File: src/rtl/uart_pkg.sv
// Shared types and constants for the UART receive path.
package uart_pkg;

  localparam int DEFAULT_CLKS_PER_BIT = 434;
  localparam int DATA_BITS            = 8;

  typedef enum logic [1:0] {
    IDLE  = 2'd0,
    START = 2'd1,
    DATA  = 2'd2,
    STOP  = 2'd3
  } rx_state_t;

endpackage

File: src/rtl/uart_rx_sync2.sv
// Generic two-flop synchronizer with a configurable reset value.
module sync2 #(
  parameter logic RESET_VAL = 1'b1
) (
  input  logic clk,
  input  logic rst,
  input  logic d,
  output logic q
);

  logic meta;

  always_ff @(posedge clk) begin
    if (!rst) begin
      meta <= RESET_VAL;
      q    <= RESET_VAL;
    end else begin
      meta <= d;
      q    <= meta;
    end
  end

endmodule

File: src/rtl/uart_rx.sv
// 8N1 serial receiver with a level interrupt, CPU acknowledge handshake,
// framing-error pulse and sticky overrun flag.
module uart_rx
  import uart_pkg::*;
#(
  parameter int CLKS_PER_BIT = DEFAULT_CLKS_PER_BIT
) (
  input  logic                 clk,
  input  logic                 rst,
  input  logic                 uart_in,
  input  logic                 cpu_end_read,
  output logic [DATA_BITS-1:0] read_byte,
  output logic                 read_int,
  output logic                 frame_err,
  output logic                 overrun
);

  localparam int CW = $clog2(CLKS_PER_BIT);
  localparam logic [CW-1:0] HALF_LAST = CW'(CLKS_PER_BIT / 2 - 1);
  localparam logic [CW-1:0] BIT_LAST  = CW'(CLKS_PER_BIT - 1);
  localparam logic [2:0]    LAST_BIT  = 3'(DATA_BITS - 1);

  rx_state_t            state;
  logic [CW-1:0]        cyc_cnt;
  logic [2:0]           bit_cnt;
  logic [DATA_BITS-1:0] shift;
  logic                 brk;
  logic                 rx_s;

  sync2 #(.RESET_VAL(1'b1)) u_sync (
    .clk (clk),
    .rst (rst),
    .d   (uart_in),
    .q   (rx_s)
  );

  // Acknowledge is applied before acceptance so a colliding byte still lands.
  always_ff @(posedge clk) begin
    if (!rst) begin
      state     <= IDLE;
      cyc_cnt   <= '0;
      bit_cnt   <= '0;
      shift     <= '0;
      brk       <= 1'b0;
      read_byte <= '0;
      read_int  <= 1'b0;
      frame_err <= 1'b0;
      overrun   <= 1'b0;
    end else begin
      frame_err <= 1'b0;
      if (cpu_end_read) begin
        read_int <= 1'b0;
        overrun  <= 1'b0;
      end

      case (state)
        IDLE: begin
          cyc_cnt <= '0;
          bit_cnt <= '0;
          brk     <= 1'b0;
          if (!rx_s) state <= START;
        end

        START: begin
          if (cyc_cnt == HALF_LAST) begin
            cyc_cnt <= '0;
            state   <= rx_s ? IDLE : DATA;
          end else begin
            cyc_cnt <= cyc_cnt + 1'b1;
          end
        end

        DATA: begin
          if (cyc_cnt == BIT_LAST) begin
            cyc_cnt <= '0;
            shift   <= {rx_s, shift[DATA_BITS-1:1]};
            if (bit_cnt == LAST_BIT) begin
              bit_cnt <= '0;
              state   <= STOP;
            end else begin
              bit_cnt <= bit_cnt + 1'b1;
            end
          end else begin
            cyc_cnt <= cyc_cnt + 1'b1;
          end
        end

        STOP: begin
          // After a bad stop bit, wait out any break before rearming.
          if (brk) begin
            if (rx_s) begin
              brk   <= 1'b0;
              state <= IDLE;
            end
          end else if (cyc_cnt == BIT_LAST) begin
            cyc_cnt <= '0;
            if (rx_s) begin
              state <= IDLE;
              if (!read_int || cpu_end_read) begin
                read_byte <= shift;
                read_int  <= 1'b1;
              end else begin
                overrun <= 1'b1;
              end
            end else begin
              frame_err <= 1'b1;
              brk       <= 1'b1;
            end
          end else begin
            cyc_cnt <= cyc_cnt + 1'b1;
          end
        end

        default: state <= IDLE;
      endcase
    end
  end

endmodule

File: config.mk
export PLATFORM = sky130hd
export DESIGN_NAME = uart_rx
export DESIGN_NICKNAME = d
export VERILOG_FILES = /design/src/rtl/uart_pkg.sv /design/src/rtl/uart_rx_sync2.sv /design/src/rtl/uart_rx.sv
export SDC_FILE = /design/constraint.sdc
export NUM_CORES = 1
export LEC_CHECK = 0
export CORE_UTILIZATION = 35
export DETAILED_ROUTE_END_ITERATION = 12
export HOLD_SLACK_MARGIN = 0.1
export PLACE_DENSITY = 0.56
export SKIP_LAST_GASP = 1
export SYNTH_ARGS = -nofsm -noshare
export SYNTH_HDL_FRONTEND = slang
export SYNTH_SLANG_ARGS = --single-unit
File: constraint.sdc
create_clock -name clk -period 1.53 [get_ports clk]
set_input_delay 0.153 -clock clk [delete_from_list [all_inputs] [get_ports clk]]
set_output_delay 0.153 -clock clk [all_outputs]
set_load 0.03 [all_outputs]
==> summary.md <==
| Metric | Value |
|---|---|
| Final hold slack | `between 400 and 500 ps` |
| CTS Sinks | `36` |
| Synth Warn # | `0` |
| Worst EP required | `between 1500 and 2000 ps` |
| Die H | `71.70 µm` |
| DRT Wirelength | `3802 µm` |
| Detailed Place HPWL | `between 2000 and 3000 µm` |
| Clock Pin Slew Worst Setup and Hold Paths | `70 ps` |
| Worst R2R Path Depth | `8` |
| Largest net degree at the start of global routing | `25` |
| Total congestion overflow | `0` |
| Sequential share of the synthesized area | `between 40% and 50%` |
| Syn avg cell area | `approximately 9.4 µm²` |
| # DRC | `0` |
| Final setup margin | `-141.7 ps` |
| Layout area overhead | `37.60%` |
| Total CTS buffers | `5` |
| Final cell count without fillers | `274` |
| Leak pwr | `~0.94 nW` |
| H-tree Lvls | `2` |
| DR vias/cell | `5.161` |
| Slew headroom | `about three quarters` |
| Vias in the first global route | `roughly 1400` |
| Routed len/inst | `approximately 14 µm` |
| Crit path DAT | `about 1900 ps` |
| Fraction of layout cells with a size suffix above 1 | `about a third` |
| Flops & latches, synth | `36` |
| Clock root cell | `clkbuf_8` |
| Max-Cap Viols | `0` |
| Setup CP Type | `flop to flop` |
| Hold crit path type | `flop to flop` |
| Nets@finish | `236` |
| Tot GR Track Use | `around 15%` |
| Worst-margin pin slew | `between 300 and 400 ps` |
| Worst vdd ir | `0.7024 mV` |
| Status | `finished with violations` |
| Primary flip-flop cell chosen by synthesis mapping | `dfxtp_1` |
| Fin. max-slew vios | `0` |
| Most frequent cells in the layout | `dfxtp_1, buf_4, nor2_1, nand2_1, clkdlybuf4s50_1` |
| Fin util | `51.94%` |
| Fmax | `~600 MHz` |
| Initial antenna violation count | `0` |
| Pwr per Cell Area | `about 750 nW/µm²` |
| Tmin final | `roughly 1700 ps` |
| Mapped cell area | `between 1500 and 2000 µm²` |
| # rows | `24` |
| Hold buffers post-CTS | `0` |
| Initial drt markers | `26` |
| Placed instance count | `between 200 and 300` |
| Core area | `about 4500 µm²` |
| CTS tree | `built` |
| Crit-path max FO | `6` |
| Commonest non-fill, non-tap cell in the layout | `dfxtp_1` |
| Latest clock arrival within the worst-skew pair | `between 200 and 300 ps` |
| Final setup fails | `14` |
| Mapped Nets | `between 150 and 200` |
| Fin crit share | `109.3%` |
| Clk buf depth | `2` |
| Critical Path End Type | `flop` |
| First-pass GRT wire length | `just over 6000 µm` |
| Synth cell types | `48` |
| RSZ-0062 raised after global routing | `yes` |
| I/O Buffers | `14` |
| Routed Antenna Nets | `0` |
| DR pass1 iterations | `4` |
| Worst Hold Path Cells | `1` |
| Async SR Flop Fraction | `0%` |
| Post-synth EDFFs | `0` |
| Total number of vias | `1414` |
| DIE AREA | `~5000 µm²` |
| Initial Utilization | `a little under two fifths` |
| Ports | `15` |
| Final Hold Vio Count | `0` |
| Final Total Pwr | `approximately 1.8 mW` |
| N_diodes | `0` |
| Failing checks | `negative setup slack` |
| Crit start category | `flop` |
| GP Congestion | `0.7903` |
| Layout Skew | `5.017 ps` |
| Die width | `about 72 µm` |
| Post-Syn Instances | `180` |
==> state kept, by name, summed over array words and instances, names as in the netlist, named ones only <==
name and count:
bit_cnt 3, brk 1, cyc_cnt 9, frame_err 1, overrun 1, read_byte 8, read_int 1, shift 8
state 1, u_sync.meta 1, u_sync.q 1
==> area by class of cell <==
class | instances | area [µm²]
clock buffers | 6 | 72.57
clock inverters | 1 | 5.005
fillers | 407 | 2165
inverters | 7 | 31.28
multi-input cells | 129 | 1057
flip-flops and latches | 36 | 730.7
well taps | 52 | 65.06
repair buffers | 43 | 377.9
==> per-layer routing <==
layer  share of wire, %  GRT usage (%)  up-vias
met5                  0              0        -
met4               0.95          6.972        0
met3                2.4          3.516        4
met2                 52          27.46       20
met1                 45          17.19      683
li1                   -              -      707
==> cell families (layout without fill, tap and decap cells) <==
| kind of cell | Yosys count | after routing | synth area share (%) |
|---|---|---|---|
| XOR/XNOR | 5 | 5 | 2.576 |
| AO/OA/AOI/OAI | 28 | 28 | 12.44 |
| AND/OR/NAND/NOR | 76 | 76 | 24.14 |
| buffers and inverters | 15 | 57 | 5.225 |
| flip-flops | 36 | 36 | 42.38 |
| multiplexers | 10 | 10 | 5.887 |
| adder cells (fa/ha/maj) | 10 | 10 | 7.358 |
==> cells in the mapped netlist, types with 3 or more instances <==
master / instances / area (µm²)
ha_1: 10 / 125.1
nand2_1: 19 / 71.32
xor2_1: 3 / 26.28
mux2i_1: 10 / 100.1
dfxtp_1: 36 / 720.7
nand3_1: 12 / 60.06
inv_1: 7 / 26.28
nor3_1: 4 / 20.02
nand2b_1: 3 / 18.77
nor2_1: 20 / 75.07
clkbuf_1: 3 / 11.26
a21oi_1: 12 / 60.06
==> power by group <==
group,internal [mW],switching [mW]
logic,0.0883,0.0863
clock network,0.309,0.321
registers,0.942,0.00877
total,1.34,0.417
==> timing repair <==
action,in CTS,in global routing
pin swaps,16,20
resized for setup,10,32
endpoints found under the setup margin,23,33
endpoints found under the hold margin,0,0
buffers inserted,3,2
==> worst max-delay path, cell delays in order, from the launching register on <==
cell and delay (ps):
dfxtp_4 350, inv_4 70, ha_4 140, nand4bb_4 150, or3_4 440, buf_6 140, nor2_1 140, a22oi_2 70
nor2_1 100
==> final timing paths <==
| path | slack [ps] | to | startpoint |
|---|---|---|---|
| worst max register to register | -140 | bit_cnt[1] | cyc_cnt[1] |
| worst min register to register | 420 | u_sync.q | u_sync.meta |
| worst max-delay path | -140 | bit_cnt[1] | cyc_cnt[1] |
| worst min-delay path | 420 | u_sync.q | u_sync.meta |
==> metrics by stage <==
stage	TNS, ps	setup slack [ps]	area (µm²)
after floorplan	-32.32	-32.32	1709
after global placement	-719.9	-95.92	2044
after detailed placement	-1362	-163.8	2044
after CTS	-1766	-123.5	2187
after global routing	-2559	-194.6	2340
final	-966.1	-141.7	2340
No activity file was read; power rests on OpenSTA's default activity.
